==> config.mk <==
export PLATFORM = sky130hd
export DESIGN_NAME = alu_arbiter_flat
export DESIGN_NICKNAME = d
export VERILOG_FILES = /design/src/rtl/alu_arbiter_if.sv /design/src/rtl/alu_arbiter.sv /design/src/flat_wrapper.sv
export SDC_FILE = /design/constraint.sdc
export NUM_CORES = 1
export LEC_CHECK = 0
export CAP_MARGIN = 15
export CORE_AREA = 2 2 113 115
export CTS_CLUSTER_DIAMETER = 60
export CTS_CLUSTER_SIZE = 28
export DETAILED_ROUTE_END_ITERATION = 8
export DIE_AREA = 0 0 115 117
export GPL_TIMING_DRIVEN = 0
export PLACE_DENSITY = 0.8
export SLEW_MARGIN = 5
export SYNTH_ARGS = -nofsm -noshare
export SYNTH_HDL_FRONTEND = slang
export SYNTH_SLANG_ARGS = --single-unit
==> constraint.sdc <==
create_clock -name clk -period 1.95 [get_ports clk]
set_input_delay 0.2925 -clock clk [delete_from_list [all_inputs] [get_ports clk]]
set_output_delay 0.2925 -clock clk [all_outputs]
set_load 0.01 [all_outputs]
==> src/rtl/alu_arbiter_if.sv <==
// Bundles the request, ALU and response channels of alu_arbiter.
// The arbiter uses the slave view; the requesters and ALU use the master view.
interface alu_arbiter_if #(
  parameter int WIDTH = 32
);
  logic [1:0]       req_valid;
  logic [1:0]       req_ready;
  logic [WIDTH-1:0] req0_in0;
  logic [WIDTH-1:0] req0_in1;
  logic [4:0]       req0_sel;
  logic [WIDTH-1:0] req1_in0;
  logic [WIDTH-1:0] req1_in1;
  logic [4:0]       req1_sel;
  logic [WIDTH-1:0] alu_in0;
  logic [WIDTH-1:0] alu_in1;
  logic [4:0]       alu_sel;
  logic [WIDTH-1:0] alu_out;
  logic [1:0]       resp_valid;
  logic [1:0]       resp_ready;
  logic [WIDTH-1:0] resp_data;
  logic             busy;

  modport slave (
    input  req_valid, req0_in0, req0_in1, req0_sel,
           req1_in0, req1_in1, req1_sel, alu_out, resp_ready,
    output req_ready, alu_in0, alu_in1, alu_sel, resp_valid, resp_data, busy
  );

  modport master (
    output req_valid, req0_in0, req0_in1, req0_sel,
           req1_in0, req1_in1, req1_sel, alu_out, resp_ready,
    input  req_ready, alu_in0, alu_in1, alu_sel, resp_valid, resp_data, busy
  );
endinterface

==> src/rtl/alu_arbiter.sv <==
// Round-robin sharing of one ALU between the execute stage (0) and the
// branch/AGU (1): IDLE grants and latches, EXEC drives the ALU, RESP returns.
module alu_arbiter #(
  parameter int WIDTH = 32
) (
  input  logic         clk,
  input  logic         rst_n,
  alu_arbiter_if.slave bus
);

  typedef enum logic [1:0] {
    IDLE = 2'd0,
    EXEC = 2'd1,
    RESP = 2'd2
  } state_e;

  state_e           state_q, state_d;
  logic             owner_q, owner_d;
  logic             last_grant_q, last_grant_d;
  logic             busy_q, busy_d;
  logic [WIDTH-1:0] in0_q, in0_d;
  logic [WIDTH-1:0] in1_q, in1_d;
  logic [4:0]       sel_q, sel_d;
  logic [WIDTH-1:0] resp_data_q, resp_data_d;

  logic             grant;
  logic             accept;
  logic [WIDTH-1:0] req_in0 [2];
  logic [WIDTH-1:0] req_in1 [2];
  logic [4:0]       req_sel [2];

  assign req_in0[0] = bus.req0_in0;
  assign req_in1[0] = bus.req0_in1;
  assign req_sel[0] = bus.req0_sel;
  assign req_in0[1] = bus.req1_in0;
  assign req_in1[1] = bus.req1_in1;
  assign req_sel[1] = bus.req1_sel;

  // Under contention the requester not served last time wins.
  always_comb begin
    grant = 1'b0;
    case (bus.req_valid)
      2'b01:   grant = 1'b0;
      2'b10:   grant = 1'b1;
      2'b11:   grant = ~last_grant_q;
      default: grant = 1'b0;
    endcase
  end

  assign accept = (state_q == IDLE) && (|bus.req_valid);

  for (genvar gi = 0; gi < 2; gi++) begin : g_port
    assign bus.req_ready[gi]  = accept && (grant == 1'(gi));
    assign bus.resp_valid[gi] = (state_q == RESP) && (owner_q == 1'(gi));
  end

  always_comb begin
    state_d      = state_q;
    owner_d      = owner_q;
    last_grant_d = last_grant_q;
    in0_d        = in0_q;
    in1_d        = in1_q;
    sel_d        = sel_q;
    resp_data_d  = resp_data_q;
    case (state_q)
      IDLE: begin
        if (accept) begin
          in0_d        = req_in0[grant];
          in1_d        = req_in1[grant];
          sel_d        = req_sel[grant];
          owner_d      = grant;
          last_grant_d = grant;
          state_d      = EXEC;
        end
      end
      EXEC: begin
        resp_data_d = bus.alu_out;
        state_d     = RESP;
      end
      RESP: begin
        if (bus.resp_ready[owner_q]) begin
          state_d = IDLE;
        end
      end
      default: state_d = IDLE;
    endcase
    busy_d = (state_d != IDLE);
  end

  always_ff @(posedge clk or negedge rst_n) begin
    if (!rst_n) begin
      state_q      <= IDLE;
      owner_q      <= 1'b0;
      last_grant_q <= 1'b1;
      busy_q       <= 1'b0;
      in0_q        <= '0;
      in1_q        <= '0;
      sel_q        <= '0;
      resp_data_q  <= '0;
    end else begin
      state_q      <= state_d;
      owner_q      <= owner_d;
      last_grant_q <= last_grant_d;
      busy_q       <= busy_d;
      in0_q        <= in0_d;
      in1_q        <= in1_d;
      sel_q        <= sel_d;
      resp_data_q  <= resp_data_d;
    end
  end

  assign bus.alu_in0   = in0_q;
  assign bus.alu_in1   = in1_q;
  assign bus.alu_sel   = sel_q;
  assign bus.resp_data = resp_data_q;
  assign bus.busy      = busy_q;

endmodule

==> src/flat_wrapper.sv <==
// flat-port wrapper written by rule: the top's interface ports become plain ports
module alu_arbiter_flat 
#(
  parameter int WIDTH = 32
)
  (clk, rst_n, bus_req_valid, bus_req0_in0, bus_req0_in1, bus_req0_sel, bus_req1_in0, bus_req1_in1, bus_req1_sel, bus_alu_out, bus_resp_ready, bus_req_ready, bus_alu_in0, bus_alu_in1, bus_alu_sel, bus_resp_valid, bus_resp_data, bus_busy);
  alu_arbiter_if #(.WIDTH(WIDTH)) bus_i ();
  input  logic clk;
  input  logic rst_n;
  input wire logic [$bits(bus_i.req_valid)-1:0] bus_req_valid;
  input wire logic [$bits(bus_i.req0_in0)-1:0] bus_req0_in0;
  input wire logic [$bits(bus_i.req0_in1)-1:0] bus_req0_in1;
  input wire logic [$bits(bus_i.req0_sel)-1:0] bus_req0_sel;
  input wire logic [$bits(bus_i.req1_in0)-1:0] bus_req1_in0;
  input wire logic [$bits(bus_i.req1_in1)-1:0] bus_req1_in1;
  input wire logic [$bits(bus_i.req1_sel)-1:0] bus_req1_sel;
  input wire logic [$bits(bus_i.alu_out)-1:0] bus_alu_out;
  input wire logic [$bits(bus_i.resp_ready)-1:0] bus_resp_ready;
  output wire logic [$bits(bus_i.req_ready)-1:0] bus_req_ready;
  output wire logic [$bits(bus_i.alu_in0)-1:0] bus_alu_in0;
  output wire logic [$bits(bus_i.alu_in1)-1:0] bus_alu_in1;
  output wire logic [$bits(bus_i.alu_sel)-1:0] bus_alu_sel;
  output wire logic [$bits(bus_i.resp_valid)-1:0] bus_resp_valid;
  output wire logic [$bits(bus_i.resp_data)-1:0] bus_resp_data;
  output wire logic [$bits(bus_i.busy)-1:0] bus_busy;
  assign bus_i.req_valid = bus_req_valid;
  assign bus_i.req0_in0 = bus_req0_in0;
  assign bus_i.req0_in1 = bus_req0_in1;
  assign bus_i.req0_sel = bus_req0_sel;
  assign bus_i.req1_in0 = bus_req1_in0;
  assign bus_i.req1_in1 = bus_req1_in1;
  assign bus_i.req1_sel = bus_req1_sel;
  assign bus_i.alu_out = bus_alu_out;
  assign bus_i.resp_ready = bus_resp_ready;
  assign bus_req_ready = bus_i.req_ready;
  assign bus_alu_in0 = bus_i.alu_in0;
  assign bus_alu_in1 = bus_i.alu_in1;
  assign bus_alu_sel = bus_i.alu_sel;
  assign bus_resp_valid = bus_i.resp_valid;
  assign bus_resp_data = bus_i.resp_data;
  assign bus_busy = bus_i.busy;
  alu_arbiter #(.WIDTH(WIDTH)) u_core (.clk(clk), .rst_n(rst_n), .bus(bus_i));
endmodule
# Word level (Yosys, flattened, before mapping)
# Index checks and enable logic that the tools add are counted.
# word_totals
in_bits	176
register_bits	106
# op_classes
n_mux	15
magnitude_cmp	2
eq_ne	4
bitwise	4
n_reduce_logical	9
# op_table
cell	n
32-bit 2-to-1 mux	6
5-bit 2-to-1 mux	3
2-bit == test, second input constant	3
2-bit case mux with 3 select lines	1
1-bit logical AND	5
2-bit 2-to-1 mux	2
1-bit NOT	3
2-bit by 1-bit == test with 1-bit output, second input constant	1
2-bit >= comparator, second input constant	1
2-bit logical NOT	1
1-bit by 2-bit < comparator with 1-bit output, second input constant	1
1-bit 2-to-1 mux	2
1-bit NOT with 2-bit output	1
1-bit case mux with 2 select lines	1
2-bit AND reduction	1
2-bit nonzero test	1
2-bit OR reduction	1

# Depth between registers and ports, before layout
# logic_depth
word_depth	6
depth_mapped	5
mapped_depth_nobuf	3

# Worst setup path before layout
# OpenSTA, ideal clock, no wires.
# synth_path
path_kind	register to register
from	reg u_core.state_q[1]
to	reg u_core.in1_q[29], in the netlist u_core.bus.alu_in1[29]
slack_ns	0.587
arrival_time_ns	1.238
synth_period_minus_slack_ns	1.363
required_ns	1.824
n_path_buf	1
stages_incl_launch_ff	5
cell_sequence	dfrtp_1 nor2_4 o21ai_2 buf_6 a221o_1
# synth_via
elab_chain_cells	3
# synth_lines
item	line_no	text
from (decl)	alu_arbiter.sv:17	state_e state_q, state_d;
from (signal assigned)	alu_arbiter.sv:101	state_q <= state_d;
2-bit logical NOT (*)	alu_arbiter.sv:50, alu_arbiter.sv:65	
1-bit logical AND	alu_arbiter.sv:50	assign accept = (state_q == IDLE) && (|bus.req_valid);
2-bit AND reduction (no line) (*)	-	
to (signal assigned)	alu_arbiter.sv:106	in1_q <= in1_d;
to (decl)	alu_arbiter.sv:22	logic [WIDTH-1:0] in1_q, in1_d;
# Mark *: on every way between the ends. The rest lies on a longest branch, timed or not.
# A chain may end at the register's enable or synchronous reset.

# Worst setup path after layout
# layout_path
from	reg u_core.last_grant_q
to	out bus_req_ready[0]
# layout_via
elab_chain_cells	4
# layout_lines
item	line_no	text
from (decl)	alu_arbiter.sv:19	logic last_grant_q, last_grant_d;
from (signal assigned)	alu_arbiter.sv:103	last_grant_q <= last_grant_d;
1-bit NOT	alu_arbiter.sv:45	2'b11: grant = ~last_grant_q;
1-bit case mux with 2 select lines	alu_arbiter.sv:42	case (bus.req_valid)
1-bit NOT	alu_arbiter.sv:53	assign bus.req_ready[gi] = accept && (grant == 1'(gi));
1-bit logical AND	alu_arbiter.sv:53	
to (decl)	flat_wrapper.sv:19	output wire logic [$bits(bus_i.req_ready)-1:0] bus_req_ready;
# No other way between the ends.

==> results.sh <==
export IMPL_run_status="completed"
export IMPL_boundaryPins=282
export IMPL_grt_antenna_before_repair=0
export IMPL_tritoncts="done"
export IMPL_total_via_count_in_the_routed_design=4014
export IMPL_gp_congestion=0.799
export IMPL_synth_seq_area_share=0.593
export IMPL_report_final_setup_viol=0
export IMPL_finalHoldViolCount=0
export IMPL_firstDrtPassIters=4
export IMPL_tritoncts_num_buffers=9
export IMPL_worstPathArrival_ns=1.55
export IMPL_input_output_buffers=281
export IMPL_postSynthRegisterBits=106
export IMPL_wl_um=14500
export IMPL_fin_worst_skew_ns=0.00559
export IMPL_finalCoreUtilization=0.643
export IMPL_wl_per_cell_um=18.6
export IMPL_crit_fanout=10
export IMPL_power_report_internal_total_mw=8.39
export IMPL_synth_warnings=0
export IMPL_cts_htree_levels=3
export IMPL_seq_power_share=0.321
export IMPL_layout_area_seq_um2=2650
export IMPL_p_sw_mw=3.87
export IMPL_row_count=41
export IMPL_period_needed_ns=1.85
export IMPL_hpwlAfterDp_um=11200
export IMPL_synth_lib_cells_used_distinct=20
export IMPL_final_period_utilization=0.946
export IMPL_drv_cap=0
export IMPL_finalInstanceArea_um2=7920
export IMPL_effective_utilization_at_floorplan=0.364
export IMPL_pwr_share_comb=0.500
export IMPL_synth_area_per_cell_um2=13.7
export IMPL_first_pass_grt_wire_length_um=21700
export IMPL_total_power_mw=12.3
export IMPL_finalNetCount=800
export IMPL_grt_setup_unrepaired="no"
export IMPL_final_common_cell="clkdlybuf4s50_1"
export IMPL_slew_violations=0
export IMPL_global_route_overflow_total=0
export IMPL_area_growth_pct=76.8
export IMPL_worst_setup_path_type="reg2out"
export IMPL_fill_cells=944
export IMPL_switching_share=0.316
export IMPL_grt_total_usage=0.211
export IMPL_numPlacedInstances=758
export IMPL_most_common_layout_cells="clkdlybuf4s50_1, dfrtp_1, and3_1, a221o_1, mux2_2"
export IMPL_clock_latency_ns=0.34
export IMPL_first_global_vias=4112
export IMPL_drive_above_1_share=0.134
export IMPL_netlist_area_um2=4480
export IMPL_clock_tree_buffer_depth=2
export IMPL_dr_first_iter_drc_count=247
export IMPL_clock_tree_root_cell="clkbuf_16"
export IMPL_leakagePower_nw=3.54
export IMPL_post_placement_cell_area_um2=7500
export IMPL_avgViaCountPerCell=5.15
export IMPL_multiInputGateArea_um2=1610
export IMPL_crit_path_start_kind="flip-flop"
export IMPL_worst_hold_path_type="in2async"
export IMPL_die_h_um=117
export IMPL_slew_headroom=0.494
export IMPL_setup_tns_final_ns=0
export IMPL_power_density_nw_per_um2=1550
export IMPL_peakVddDrop_mv=0.615
export IMPL_synth_net_count=502
export IMPL_tritoncts_num_sinks=106
export IMPL_clock_power_share=0.178
export IMPL_floorplan_die_area_um2=13500
export IMPL_fmaxAchievable_mhz=542
export IMPL_insertedDiodeCount=0
export IMPL_die_w_um=115
export IMPL_pin_count_of_the_biggest_net_entering_global_routing=62
export IMPL_coreArea_um2=12300
export IMPL_synthCells=326
export IMPL_detail_route_drc_violations=0
export IMPL_worst_ep_required_time_ns=1.66
export IMPL_drtAntennaViolNets=0
export IMPL_worst_slew_pin_transition_ns=0.759
export IMPL_critical_path_endpoint_type="output pin"
export IMPL_clk_pin_slew_worst_paths_ns=0.07
export IMPL_fin_cells=779
-- synthesized netlist by cell type, drive strengths merged --
library cell  number  share of area
dfrtp            105           0.59
and3              70          0.098
a221o             69           0.15
mux2              33          0.083
buf               19          0.038
clkbuf            14          0.012
nand2b             3         0.0042
nor2               3         0.0042
a21o               2         0.0036
inv                2         0.0017
o21ai              2         0.0031
a21boi             1         0.0025
and2               1         0.0014
dfstp              1         0.0059
or2b               1         0.0017
-- worst max-delay path, stage by stage (launching register included) --
cell	delay, ns
dfstp_2	0.55
nand2b_1	0.12
and3_4	0.19
buf_6	0.09
buf_6	0.13
buf_2	0.14
-- path summary, 6_finish.rpt --
check / startpoint / end / cells after the start / slack [ns]
max in group asynchronous: rst_n / u_core.last_grant_q / 3 / 0.70
worst max-delay path: u_core.last_grant_q / bus_req_ready[0] / 5 / 0.10
worst max register to register: u_core.last_grant_q / u_core.bus.alu_in1[9] / 6 / 0.15
worst min register to register: u_core.bus.resp_data[15] / u_core.bus.resp_data[15] / 1 / 0.51
min in group clk: u_core.bus.resp_data[15] / u_core.bus.resp_data[15] / 1 / 0.51
worst min-delay path: rst_n / u_core.bus.alu_in1[0] / 2 / 0.49
-- routing by layer --
layer | wire length, µm | vias to the layer above | GRT usage
li1 | - | 1871 | -
met1 | 5610 | 1936 | 0.241
met2 | 7510 | 192 | 0.383
met3 | 1140 | 15 | 0.0628
met4 | 228 | 0 | 0.0643
met5 | 0 | - | 0
-- registers in the layout, summed over array words and instances (netlist names) --
name	cells
u_core.bus.alu_in0	32
u_core.bus.alu_in1	32
u_core.bus.alu_sel	5
u_core.bus.busy	1
u_core.bus.resp_data	32
u_core.last_grant_q	1
u_core.owner_q	1
u_core.state_q	2
-- final cells by class --
class,count,share of cell area
repair buffers,288,0.363
flip-flops and latches,106,0.335
multi-input cells,185,0.203
clock buffers,9,0.0284
plain buffers,32,0.0281
well taps,150,0.0237
clock inverters,7,0.0179
inverters,2,0.000948
-- per-stage QoR --
step / setup WS [ns] / hold slack (ns)
floorplan: 0.587 / -0.00309
global placement: -3.22 / 0.486
detailed placement: -0.760 / 0.338
CTS: 0.00176 / 0.509
global route: 0.0533 / 0.518
finish: 0.105 / 0.495
-- power by group through the flow --
stage | clock (mW) | sequential [mW] | combinational (mW)
finish | 2.19 | 3.94 | 6.13
global route | 2.32 | 4.07 | 6.58
CTS | 2.22 | 3.95 | 6.18
detailed placement | 0 | 3.96 | 6.13
global placement | 0 | 3.93 | 5.99
floorplan | 0 | 4.38 | 2.41
-- kinds of logic after synthesis --
kind of cell,after synthesis,synth area share
AOI/OAI and AO/OA,74,0.163
muxes,33,0.0830
DFF,106,0.593
buffers and inverters,35,0.0514
and+or+nand+nor,78,0.109
-- timing repair --
action / 4_1_cts / 5_1_grt
hold buffers: 1 / 0
setup buffers: 4 / 1
gates resized for setup: 8 / 6
pin swaps: 1 / 0
endpoints found under the setup margin: 4 / 2
hold endpoints to repair: 45 / 0
Power figures use the tool's default switching activity.
